===== config.mk =====
export PLATFORM = sky130hd
export DESIGN_NAME = seq_alu
export DESIGN_NICKNAME = d
export VERILOG_FILES = /design/src/rtl/seq_alu.sv
export SDC_FILE = /design/constraint.sdc
export NUM_CORES = 1
export LEC_CHECK = 0
export BUFFER_PORTS_ARGS = -buffer_cell sky130_fd_sc_hd__buf_2
export CAP_MARGIN = 20
export CORE_ASPECT_RATIO = 1.25
export CORE_MARGIN = 2
export CORE_UTILIZATION = 35
export CTS_CLUSTER_DIAMETER = 50
export CTS_CLUSTER_SIZE = 25
export DETAILED_ROUTE_END_ITERATION = 6
export HOLD_SLACK_MARGIN = 0.05
export SYNTH_ARGS = -nofsm -noshare
export SYNTH_HDL_FRONTEND = slang
export SYNTH_SLANG_ARGS = --single-unit

===== constraint.sdc =====
create_clock -name clk_i -period 3.3 [get_ports clk_i]
set_clock_uncertainty 0.2 [all_clocks]
set_input_delay 0.825 -clock clk_i [delete_from_list [all_inputs] [get_ports clk_i]]
set_output_delay 0.825 -clock clk_i [all_outputs]
set_load 0.03 [all_outputs]

===== src/rtl/seq_alu.sv =====
// ============================================================================
// Module      : seq_alu
// Description : Multi-cycle signed ALU (add/sub/mul/div) with valid/ready
//               request and response channels; mul/div iterate one bit/cycle.
// Revision    : 1.0 - initial release
// ============================================================================
`default_nettype none

module seq_alu #(
    parameter int WIDTH = 6,
    parameter int CNT_W = $clog2(WIDTH + 1)
) (
    input  logic                 clk_i,
    input  logic                 rst_i,
    input  logic                 in_valid_i,
    output logic                 in_ready_o,
    input  logic [WIDTH-1:0]     a_i,
    input  logic [WIDTH-1:0]     b_i,
    input  logic [1:0]           op_i,
    output logic                 out_valid_o,
    input  logic                 out_ready_i,
    output logic [2*WIDTH-1:0]   data_o,
    output logic                 ovf_o,
    output logic                 dbz_o,
    output logic                 busy_o
);

    localparam int                c_W2        = 2 * WIDTH;
    localparam logic [WIDTH-1:0]  c_one_w     = WIDTH'(1);
    localparam logic [c_W2-1:0]   c_one_w2    = c_W2'(1);
    localparam logic [WIDTH-1:0]  c_min_w     = {1'b1, {(WIDTH-1){1'b0}}};
    localparam logic [WIDTH-1:0]  c_ones_w    = {WIDTH{1'b1}};
    localparam logic [CNT_W-1:0]  c_last_cnt  = CNT_W'(WIDTH - 1);
    localparam logic [CNT_W-1:0]  c_cnt_one   = CNT_W'(1);

    typedef enum logic [1:0] {
        S_IDLE = 2'd0,
        S_CALC = 2'd1,
        S_DONE = 2'd2
    } state_t;

    state_t              r_state;
    state_t              w_state_next;

    logic [CNT_W-1:0]    r_cnt;
    logic                r_is_div;
    logic [WIDTH-1:0]    r_mag_b;
    logic [WIDTH-1:0]    r_a_raw;
    logic                r_neg_res;
    logic                r_neg_a;
    logic                r_dbz_pend;
    logic                r_ovf_pend;
    logic [c_W2-1:0]     r_acc;
    logic [c_W2-1:0]     r_data;
    logic                r_ovf;
    logic                r_dbz;

    logic                w_accept;
    logic                w_last;
    logic [WIDTH-1:0]    w_sum;
    logic [WIDTH-1:0]    w_diff;
    logic                w_add_ovf;
    logic                w_sub_ovf;
    logic [WIDTH-1:0]    w_mag_a;
    logic [WIDTH-1:0]    w_mag_b;
    logic [WIDTH:0]      w_mul_add;
    logic [c_W2-1:0]     w_mul_next;
    logic [WIDTH:0]      w_div_trial;
    logic                w_div_ge;
    logic [WIDTH-1:0]    w_div_rem;
    logic [c_W2-1:0]     w_div_next;
    logic [c_W2-1:0]     w_step_next;
    logic [c_W2-1:0]     w_prod;
    logic [WIDTH-1:0]    w_quo;
    logic [WIDTH-1:0]    w_rem;
    logic [WIDTH-1:0]    w_quo_s;
    logic [WIDTH-1:0]    w_rem_s;
    logic [c_W2-1:0]     w_div_data;
    logic [c_W2-1:0]     w_final_data;

    assign in_ready_o  = (r_state == S_IDLE);
    assign out_valid_o = (r_state == S_DONE);
    assign busy_o      = (r_state != S_IDLE);
    assign data_o      = r_data;
    assign ovf_o       = r_ovf;
    assign dbz_o       = r_dbz;

    assign w_accept = in_valid_i && (r_state == S_IDLE);
    assign w_last   = (r_cnt == c_last_cnt);

    assign w_sum     = a_i + b_i;
    assign w_diff    = a_i - b_i;
    assign w_add_ovf = (a_i[WIDTH-1] == b_i[WIDTH-1]) && (w_sum[WIDTH-1]  != a_i[WIDTH-1]);
    assign w_sub_ovf = (a_i[WIDTH-1] != b_i[WIDTH-1]) && (w_diff[WIDTH-1] != a_i[WIDTH-1]);

    // Magnitude of the most negative value is still correct when read unsigned.
    assign w_mag_a = a_i[WIDTH-1] ? (~a_i + c_one_w) : a_i;
    assign w_mag_b = b_i[WIDTH-1] ? (~b_i + c_one_w) : b_i;

    // Shift-add: low half holds the remaining multiplier bits, LSB first.
    assign w_mul_add  = {1'b0, r_acc[c_W2-1:WIDTH]} + (r_acc[0] ? {1'b0, r_mag_b} : {(WIDTH+1){1'b0}});
    assign w_mul_next = {w_mul_add, r_acc[WIDTH-1:1]};

    // Restoring division: upper half is the remainder, low half shifts the
    // dividend out MSB first while quotient bits shift in at the bottom.
    assign w_div_trial = r_acc[c_W2-1:WIDTH-1] - {1'b0, r_mag_b};
    assign w_div_ge    = ~w_div_trial[WIDTH];
    assign w_div_rem   = w_div_ge ? w_div_trial[WIDTH-1:0] : r_acc[c_W2-2:WIDTH-1];
    assign w_div_next  = {w_div_rem, r_acc[WIDTH-2:0], w_div_ge};

    assign w_step_next = r_is_div ? w_div_next : w_mul_next;

    assign w_prod  = r_neg_res ? (~w_mul_next + c_one_w2) : w_mul_next;
    assign w_quo   = w_div_next[WIDTH-1:0];
    assign w_rem   = w_div_next[c_W2-1:WIDTH];
    assign w_quo_s = r_neg_res ? (~w_quo + c_one_w) : w_quo;
    assign w_rem_s = r_neg_a   ? (~w_rem + c_one_w) : w_rem;

    assign w_div_data   = r_dbz_pend ? {r_a_raw, c_ones_w} : {w_rem_s, w_quo_s};
    assign w_final_data = r_is_div ? w_div_data : w_prod;

    always_ff @(posedge clk_i) begin
        if (rst_i) begin
            r_state <= S_IDLE;
        end else begin
            r_state <= w_state_next;
        end
    end

    always_comb begin
        w_state_next = r_state;
        case (r_state)
            S_IDLE: begin
                if (w_accept) begin
                    w_state_next = op_i[1] ? S_CALC : S_DONE;
                end
            end
            S_CALC: begin
                if (w_last) begin
                    w_state_next = S_DONE;
                end
            end
            S_DONE: begin
                if (out_ready_i) begin
                    w_state_next = S_IDLE;
                end
            end
            default: w_state_next = S_IDLE;
        endcase
    end

    always_ff @(posedge clk_i) begin
        if (rst_i) begin
            r_cnt      <= '0;
            r_is_div   <= 1'b0;
            r_mag_b    <= '0;
            r_a_raw    <= '0;
            r_neg_res  <= 1'b0;
            r_neg_a    <= 1'b0;
            r_dbz_pend <= 1'b0;
            r_ovf_pend <= 1'b0;
            r_acc      <= '0;
            r_data     <= '0;
            r_ovf      <= 1'b0;
            r_dbz      <= 1'b0;
        end else begin
            case (r_state)
                S_IDLE: begin
                    if (w_accept) begin
                        r_cnt <= '0;
                        r_dbz <= 1'b0;
                        if (!op_i[1]) begin
                            r_data <= {{WIDTH{1'b0}}, (op_i[0] ? w_diff : w_sum)};
                            r_ovf  <= op_i[0] ? w_sub_ovf : w_add_ovf;
                        end else begin
                            r_data     <= '0;
                            r_ovf      <= 1'b0;
                            r_is_div   <= op_i[0];
                            r_mag_b    <= w_mag_b;
                            r_a_raw    <= a_i;
                            r_neg_res  <= a_i[WIDTH-1] ^ b_i[WIDTH-1];
                            r_neg_a    <= a_i[WIDTH-1];
                            r_dbz_pend <= op_i[0] && (b_i == '0);
                            r_ovf_pend <= op_i[0] && (a_i == c_min_w) && (b_i == c_ones_w);
                            r_acc      <= {{WIDTH{1'b0}}, w_mag_a};
                        end
                    end
                end
                S_CALC: begin
                    r_cnt <= r_cnt + c_cnt_one;
                    // Divide-by-zero idles the datapath but keeps the cycle count.
                    if (!(r_is_div && r_dbz_pend)) begin
                        r_acc <= w_step_next;
                    end
                    if (w_last) begin
                        r_data <= w_final_data;
                        r_ovf  <= r_is_div && r_ovf_pend;
                        r_dbz  <= r_is_div && r_dbz_pend;
                    end
                end
                default: begin
                end
            endcase
        end
    end

endmodule

`default_nettype wire


# Word-level counts from Yosys, hierarchy flattened
# Cells that the tools add are included.
[classes]
addsub = 10
eq_ne = 14
mux = 34
bitwise_logic = 7
reduce_logical = 17
[ops]
columns = ["operator", "count"]
rows = [
  ["two-way mux 12 bit", 9],
  ["two-way mux 6 bit", 8],
  ["one-hot mux 12 bit (2 select lines)", 2],
  ["adder 6 x 1 -> 6 bit, second input constant", 4],
  ["NOT 6 bit", 4],
  ["adder 12 x 1 -> 12 bit, second input constant", 1],
  ["equality test 6 bit, second input constant", 2],
  ["NOT 12 bit", 1],
  ["AND reduction 3 bit", 3],
  ["logical AND 1 bit", 8],
  ["two-way mux 2 bit", 4],
  ["adder 6 x 6 -> 7 bit", 1],
  ["subtractor 7 x 6 -> 7 bit", 1],
  ["adder 6 bit", 1],
  ["logical NOT 6 bit", 1],
  ["two-way mux 1 bit", 6],
  ["!= test 2 x 1 -> 1 bit, second input constant", 3],
  ["one-hot mux 2 bit (3 select lines)", 1],
  ["one-hot mux 3 bit (2 select lines)", 1],
  ["subtractor 6 bit", 1],
  ["!= test 2 bit, second input constant", 2],
  ["one-hot mux 1 bit (2 select lines)", 2],
  ["AND reduction 4 bit", 1],
  ["nonzero test 2 bit", 2],
  ["other kinds (11)", 13],
]
[totals]
reg_bits = 48
inputBits = 18
output_inout_bits = 17
word_cells = 95

# Depth between registers and ports, before layout
# Gate-level depths: netlist of the first run.
[depth]
ltp_word = 9
ltp_mapped = 18
mapped_depth_nobuf = 16

# Worst setup path before layout of the first run
# OpenSTA, ideal clock, no wires.
[synth_timing]
kind = "register to register"
from = "register r_acc[5]"
to = "register r_data[8] (netlist: data_o[8])"
setup_time_ns = 0.117
t_arrival_ns = 2.964
t_required_ns = 2.983
setup_slack_ns = 0.019
path_stages_with_launch = 17
n_path_buf = 2
synth_period_minus_slack_ns = 3.281
path_cell_list = "dfxtp_1 -> clkbuf_1 -> inv_1 -> ha_1 -> inv_1 -> fa_1 -> a21oi_1 -> nor2_1 -> o21ai_0 -> and2_4 -> buf_4 -> mux2i_1 -> ha_1 -> nor2b_1 -> xnor2_1 -> o221ai_1 -> a22o_1"
[synth_between]
elab_chain_len = 9
word_cells_on_any_way = 12
cone_classes = "add/sub: 3; mux: 7; bitwise: 2"
[synth_rtl]
columns = ["item", "line", "text"]
rows = [
  ["start: declaration", "53", "logic [c_W2-1:0] r_acc;"],
  ["start signal: assignment", "185", "r_acc <= {{WIDTH{1'b0}}, w_mag_a};"],
  ["start signal: assignment", "193", "r_acc <= w_step_next;"],
  ["subtractor 7 x 6 -> 7 bit", "106", "assign w_div_trial = r_acc[c_W2-1:WIDTH-1] - {1'b0, r_mag_b};"],
  ["two-way mux 6 bit", "108", "assign w_div_rem = w_div_ge ? w_div_trial[WIDTH-1:0] : r_acc[c_W2-2:WIDTH-1];"],
  ["NOT 6 bit", "117", "assign w_rem_s = r_neg_a ? (~w_rem + c_one_w) : w_rem;"],
  ["adder 6 x 1 -> 6 bit", "117", ""],
  ["two-way mux 6 bit", "117", ""],
  ["two-way mux 12 bit", "119", "assign w_div_data = r_dbz_pend ? {r_a_raw, c_ones_w} : {w_rem_s, w_quo_s};"],
  ["two-way mux 12 bit *", "120", "assign w_final_data = r_is_div ? w_div_data : w_prod;"],
  ["two-way mux 12 bit *", "195", "if (w_last) begin"],
  ["one-hot mux 12 bit (2 select lines) *", "167", "case (r_state)"],
  ["end signal: assignment", "173", "r_data <= {{WIDTH{1'b0}}, (op_i[0] ? w_diff : w_sum)};"],
  ["end signal: assignment", "196", "r_data <= w_final_data;"],
  ["end: declaration", "54", "logic [c_W2-1:0] r_data;"],
]
# Mark *: on every way between the ends. The rest lies on a longest branch, timed or not. The select of a mux whose other input is x is not followed.
# A chain may end at the register's enable or synchronous reset.

# Worst setup path in the final report of the first run
# Same ends and word-level chain as after synthesis.

==> results.json, run 1 <==
{
  "status": "completed",
  "portBuffers": 34,
  "leakage_uw": 0.00178,
  "clockPowerShare": 0.307,
  "syn_nets": 558,
  "vdd_drop_max_uv": 213,
  "fill_cells": 1103,
  "ff_latch_area_um2": 941,
  "ys_seq_area_frac": 0.243,
  "synth_top_area_cell": "dfxtp_1",
  "cap_violations": 0,
  "grt_max_degree": 35,
  "arrival_ns": 3.09,
  "gr-total-overflow": 0,
  "antenna_cells": 0,
  "drive_above_1_share": 0.130,
  "synth-seq-cells": 47,
  "clk-insertion-delay-late_ns": 0.29,
  "fin_setup_tns_ns": 0,
  "synth_cell_types": 60,
  "ys_top_cells_by_area": "dfxtp_1 24%, ha_1 9.7%, nor2_1 6.2%",
  "cts-root-buf": "clkbuf_16",
  "dieHeight_um": 122,
  "worstRegToRegCells": 14,
  "die_w_um": 98.0,
  "first_pass_iters": 5,
  "syn_avg_cell_area_um2": 7.65,
  "vias": 3611,
  "drc": 0,
  "htreeDepth": 2,
  "internal_power_uw": 1070,
  "post_cts_buffers": 0,
  "whs_endpoint": "data_o[6]$_SDFFE_PP0P_",
  "drtAntennaViolNets": 0,
  "cts.path.max_buffers": 2,
  "r2r_end": "data_o[8]$_SDFFE_PP0P_",
  "rsz0062_at_grt": "false",
  "min_path_cells": 2,
  "synth_edf_count": 0,
  "hold_buffers": 0,
  "drt_iter0_markers": 189,
  "maxSlewViolCount": 0,
  "seqPwrFrac": 0.387,
  "start_util": 0.363,
  "cp_max_fo": 12,
  "hold_path.class": "reg -> reg",
  "cts_tree": "done",
  "grt_pass1_wl_um": 17700,
  "power_density_nw_per_um2": 376,
  "cp-start-kind": "register",
  "period_needed_ns": 3.11,
  "ios": 35,
  "syn_inst": 506,
  "yosysWarningCount": 0,
  "core_um2": 10700,
  "synth_top_cell_area_share": 0.243,
  "worst_pin_slew_ns": 0.685,
  "numCtsBuffers": 5,
  "critPathKind": "reg -> reg",
  "multi_input_area_um2": 2710,
  "hpwl_um": 8290,
  "drt_wl_total_um": 10600,
  "min_period_over_period": 0.943,
  "netSwitchingPower_uw": 555,
  "reg2reg_slack_ns": 0.19,
  "slew_headroom": 0.543,
  "switching_share": 0.342,
  "die_area_um2": 11900,
  "gp_congestion": 0.937,
  "cp-end-kind": "register",
  "finalSetupViolCount": 0,
  "max_freq_mhz": 321,
  "vias_per_cell": 5.45,
  "nets": 581,
  "cts-resized-gates": 0,
  "setup_ws_ns": 0.187,
  "synthesis.area_um2": 3870,
  "std_cell_rows": 42,
  "cp.required_ns": 3.28,
  "power.share.combinational": 0.306,
  "syn2layout_area_growth_pct": 11.9,
  "synth_ff_type": "dfxtp_1",
  "grt_pass1_vias": 3535,
  "cts.reportedPaths.clkPinSlew_ns": 0.07,
  "wire_per_inst_um": 16.1,
  "async_flop_share": 0,
  "hold_violations": 0,
  "grt_usage": 0.182,
  "antenna_found_initial": 0,
  "r2r-start": "r_acc[5]$_SDFFE_PP0P_",
  "dp_slack_ns": 0.149,
  "cts_sinks": 47,
  "worst_hold_startpoint": "data_o[6]$_SDFFE_PP0P_"
}
## power groups by stage
stage	clock, uW	combinational [uW]	sequential, uW
floorplan	0	364	642
global placement	0	487	641
detailed placement	0	491	642
CTS	508	494	629
global route	531	554	634
finish	500	497	629
## placed cells by master, fill, tap and decap left out, types with 18 or more instances in the layout
cell type / instances
nor2_1: 64
nand2_1: 49
dfxtp_1: 47
a21oi_1: 40
buf_2: 34
inv_1: 30
ha_1: 30
xnor2_1: 21
o21ai_0: 18
## metrics by stage
step / cell area, um^2 / total power, uW / util / std cells / hold slack [ns]
floorplan: 3870 / 1010 / - / 506 / 0.233
global placement: 4180 / 1130 / 0.392 / 654 / 0.229
detailed placement: 4180 / 1130 / 0.392 / 654 / 0.236
CTS: 4320 / 1630 / 0.405 / 662 / 0.246
global route: 4330 / 1720 / 0.406 / 662 / 0.292
finish: 4330 / 1630 / 0.406 / 662 / 0.244
## metal layers
layer  GRT usage  up-vias  part of all wire
met1       0.231     1662              0.44
met5           0        -                 0
met3      0.0247       27             0.043
met2       0.305      102              0.47
met4      0.0868        0             0.039
li1            -     1820                 -
## kinds of logic after synthesis
kind of cell / Yosys count / synth area share
flops: 47 / 0.243
mux: 17 / 0.0456
compound gates: 132 / 0.237
fa+ha+maj: 34 / 0.118
simple gates: 180 / 0.217
buf+inv: 61 / 0.0605
xor+xnor: 35 / 0.0792
## worst max-delay path, stage by stage (launching register included)
cell	delay (ns)
dfxtp_1	0.31
inv_1	0.07
ha_1	0.15
inv_1	0.05
fa_1	0.41
a21oi_2	0.16
nor2_1	0.08
or3_4	0.35
and2_4	0.21
mux2i_2	0.18
ha_1	0.23
nor2b_1	0.13
xnor2_1	0.13
o221ai_1	0.14
a22o_1	0.21
## Yosys cell counts, types with 13 or more instances
master    instances
mux2i_1          15
clkbuf_1         24
a21oi_1          42
o21ai_0          19
nand3_1          14
ha_1             30
xnor2_1          21
nand2_1          49
nor2_1           64
xor2_1           14
dfxtp_1          47
inv_1            30
a211oi_1         13
## final cells by class
type                       instances  share of cell area
multi-input combinational        398               0.625
sequential                        47               0.217
timing repair buffer              46              0.0601
tap                              132              0.0382
clock buffer                       6              0.0298
inverter                          31              0.0269
clock inverter                     2             0.00289
## registers in the layout, indices dropped and copies added (netlist names)
register    flops
r_cnt           3
r_mag_b         6
dbz_o           1
data_o         12
r_state         2
ovf_o           1
r_acc          12
r_neg_res       1
r_is_div        1
r_a_raw         6
r_ovf_pend      1
r_dbz_pend      1
## worst max path at each step
stage                                from                      end  slack, ns  cells past startpoint
global route        r_acc[6]$_SDFFE_PP0P_  data_o[10]$_SDFFE_PP0P_       0.02                     11
finish              r_acc[5]$_SDFFE_PP0P_   data_o[8]$_SDFFE_PP0P_       0.19                     14
floorplan           r_acc[5]$_SDFFE_PP0P_   data_o[8]$_SDFFE_PP0P_       0.02                     16
CTS                 r_acc[5]$_SDFFE_PP0P_   data_o[8]$_SDFFE_PP0P_       0.13                     14
global placement    r_acc[5]$_SDFFE_PP0P_   data_o[8]$_SDFFE_PP0P_       0.22                     14
detailed placement  r_acc[5]$_SDFFE_PP0P_   data_o[8]$_SDFFE_PP0P_       0.15                     14
Note: power is estimated with default switching activity, not from simulation.
==> run 2, diff against run 1 <==
--- a/config.mk
+++ b/config.mk
@@ -14,6 +14,7 @@
 export CTS_CLUSTER_SIZE = 25
 export DETAILED_ROUTE_END_ITERATION = 6
 export HOLD_SLACK_MARGIN = 0.05
+export MAX_ROUTING_LAYER = met4
 export SYNTH_ARGS = -nofsm -noshare
 export SYNTH_HDL_FRONTEND = slang
 export SYNTH_SLANG_ARGS = --single-unit
==> results.json, run 2 (same netlist as run 1, synthesis figures left out) <==
{
  "hpwl_um": 8430,
  "cts_sinks": 47,
  "worst_hold_startpoint": "data_o[6]$_SDFFE_PP0P_",
  "drt_wl_total_um": 11000,
  "start_util": 0.363,
  "switching_share": 0.322,
  "cts_tree": "done",
  "cp_slowest_stage_delay_ns": 0.47,
  "crit_path_start": "r_acc[6]$_SDFFE_PP0P_",
  "wl_met1_um": 5040,
  "die_area_um2": 11900,
  "cp-start-kind": "register",
  "cap_violations": 0,
  "reg2reg_slack_ns": 0.15,
  "final_cell_mix": "64 x nor2_1, 49 x nand2_1, 47 x dfxtp_1",
  "met2WireLength_um": 5390,
  "period_needed_ns": 3.15,
  "drc": 0,
  "final_cells": 665,
  "final_common_cell": "nor2_1",
  "vdd_drop_max_uv": 199,
  "gr-total-overflow": 0,
  "antenna_cells": 0,
  "vias_per_cell": 5.46,
  "grt_pass1_wl_um": 17700,
  "worst_pin_slew_ns": 0.655,
  "cpMaxStageDelayCell": "dfxtp_1",
  "nets": 584,
  "hold_buffers": 0,
  "dieHeight_um": 122,
  "max_freq_mhz": 317,
  "finalSetupViolCount": 0,
  "cpMostUsedCell": "o31ai_1",
  "crit_chain": "ha_1, inv_1, fa_1, xor2_2, nand3_1, or2_2, o31ai_1, xnor2_1, o22ai_1, o2bb2a_1, o31ai_1",
  "rsz0062_at_grt": "false",
  "die_w_um": 98.0,
  "vias": 3630,
  "cp_max_fo": 6,
  "fin_setup_tns_ns": 0,
  "top_layer_used": "met4",
  "antenna_found_initial": 0,
  "drt_iter0_markers": 230,
  "power_density_nw_per_um2": 397,
  "grt_max_degree": 27,
  "wl_met3_um": 321,
  "clockPowerShare": 0.342,
  "fill_cells": 1090,
  "netSwitchingPower_uw": 561,
  "gp_congestion": 0.954,
  "leakage_uw": 0.00181,
  "ios": 35,
  "dp.cells": 653,
  "drive_above_1_share": 0.139,
  "core_um2": 10700,
  "grt_usage": 0.188,
  "cts-root-buf": "clkbuf_16",
  "std_cell_rows": 42,
  "grt_pass1_vias": 3550,
  "hold_violations": 0,
  "clk-insertion-delay-late_ns": 0.29,
  "cts.reportedPaths.clkPinSlew_ns": 0.06,
  "cts.path.max_buffers": 2,
  "critPathKind": "reg -> reg",
  "internal_power_uw": 1180,
  "numCtsBuffers": 5,
  "portBuffers": 34,
  "power.share.combinational": 0.297,
  "htreeDepth": 2,
  "wire_per_inst_um": 16.5,
  "min_period_over_period": 0.955,
  "cp-end-kind": "register",
  "r2r-start": "r_acc[6]$_SDFFE_PP0P_",
  "arrival_ns": 3.16,
  "cp.required_ns": 3.30,
  "seqPwrFrac": 0.362,
  "syn2layout_area_growth_pct": 13.5,
  "slew_headroom": 0.560,
  "drtAntennaViolNets": 0,
  "first_pass_iters": 4,
  "status": "completed",
  "hold_path.class": "reg -> reg",
  "maxSlewViolCount": 0
}
-- run 2: power groups by stage --
stage	clock network, uW	logic [uW]	registers [uW]
4_1_cts	605	495	629
6_report	596	517	630
2_1_floorplan	0	364	642
5_1_grt	626	572	633
3_5_place_dp	0	493	641
3_3_place_gp	0	486	641
-- run 2: layout make-up --
class | instances | area, um^2 | share of cell area
clock buffer | 6 | 139 | 0.0316
clock inverter | 2 | 35.0 | 0.00798
inverter | 31 | 116 | 0.0265
multi-input combinational | 398 | 2710 | 0.618
sequential | 47 | 941 | 0.214
tap | 132 | 165 | 0.0376
timing repair buffer | 49 | 283 | 0.0644
-- run 2: worst paths after layout --
kind                                           endpoint  cells after the start
worst max-delay path            data_o[10]$_SDFFE_PP0P_                     11
worst max register to register  data_o[10]$_SDFFE_PP0P_                     11
worst min register to register   data_o[6]$_SDFFE_PP0P_                      2
worst min-delay path             data_o[6]$_SDFFE_PP0P_                      2
-- run 2: per-layer routing --
layer	vias up	GRT usage
met1	1718	0.237
met2	77	0.318
met5	-	-
met4	0	0.0582
li1	1819	-
met3	16	0.0195
-- run 2: stage by stage --
stage	instance area [um^2]	hold slack, ns	worst slack [ns]	utilization	total power, uW
after floorplan	3870	0.233	0.0187	-	1010
after global placement	4170	0.231	0.142	0.391	1130
after detailed placement	4170	0.240	0.129	0.391	1130
after CTS	4340	0.249	0.0985	0.407	1730
after global routing	4390	0.269	0.00422	0.412	1830
final	4390	0.246	0.148	0.412	1740
-- run 2: worst max-delay path, delay by kind of cell, from the launching register on --
kind            cells  cell delay (ns)
compound gates      4             0.78
fa+ha+maj           2             0.68
flops               1             0.47
simple gates        2             0.44
xor+xnor            2             0.43
buf+inv             1             0.07
-- run 2: repair_timing --
action	CTS	global route
resized for setup	0	5
setup buffers	0	4
setup endpoints to repair	0	6
hold endpoints to repair	0	0
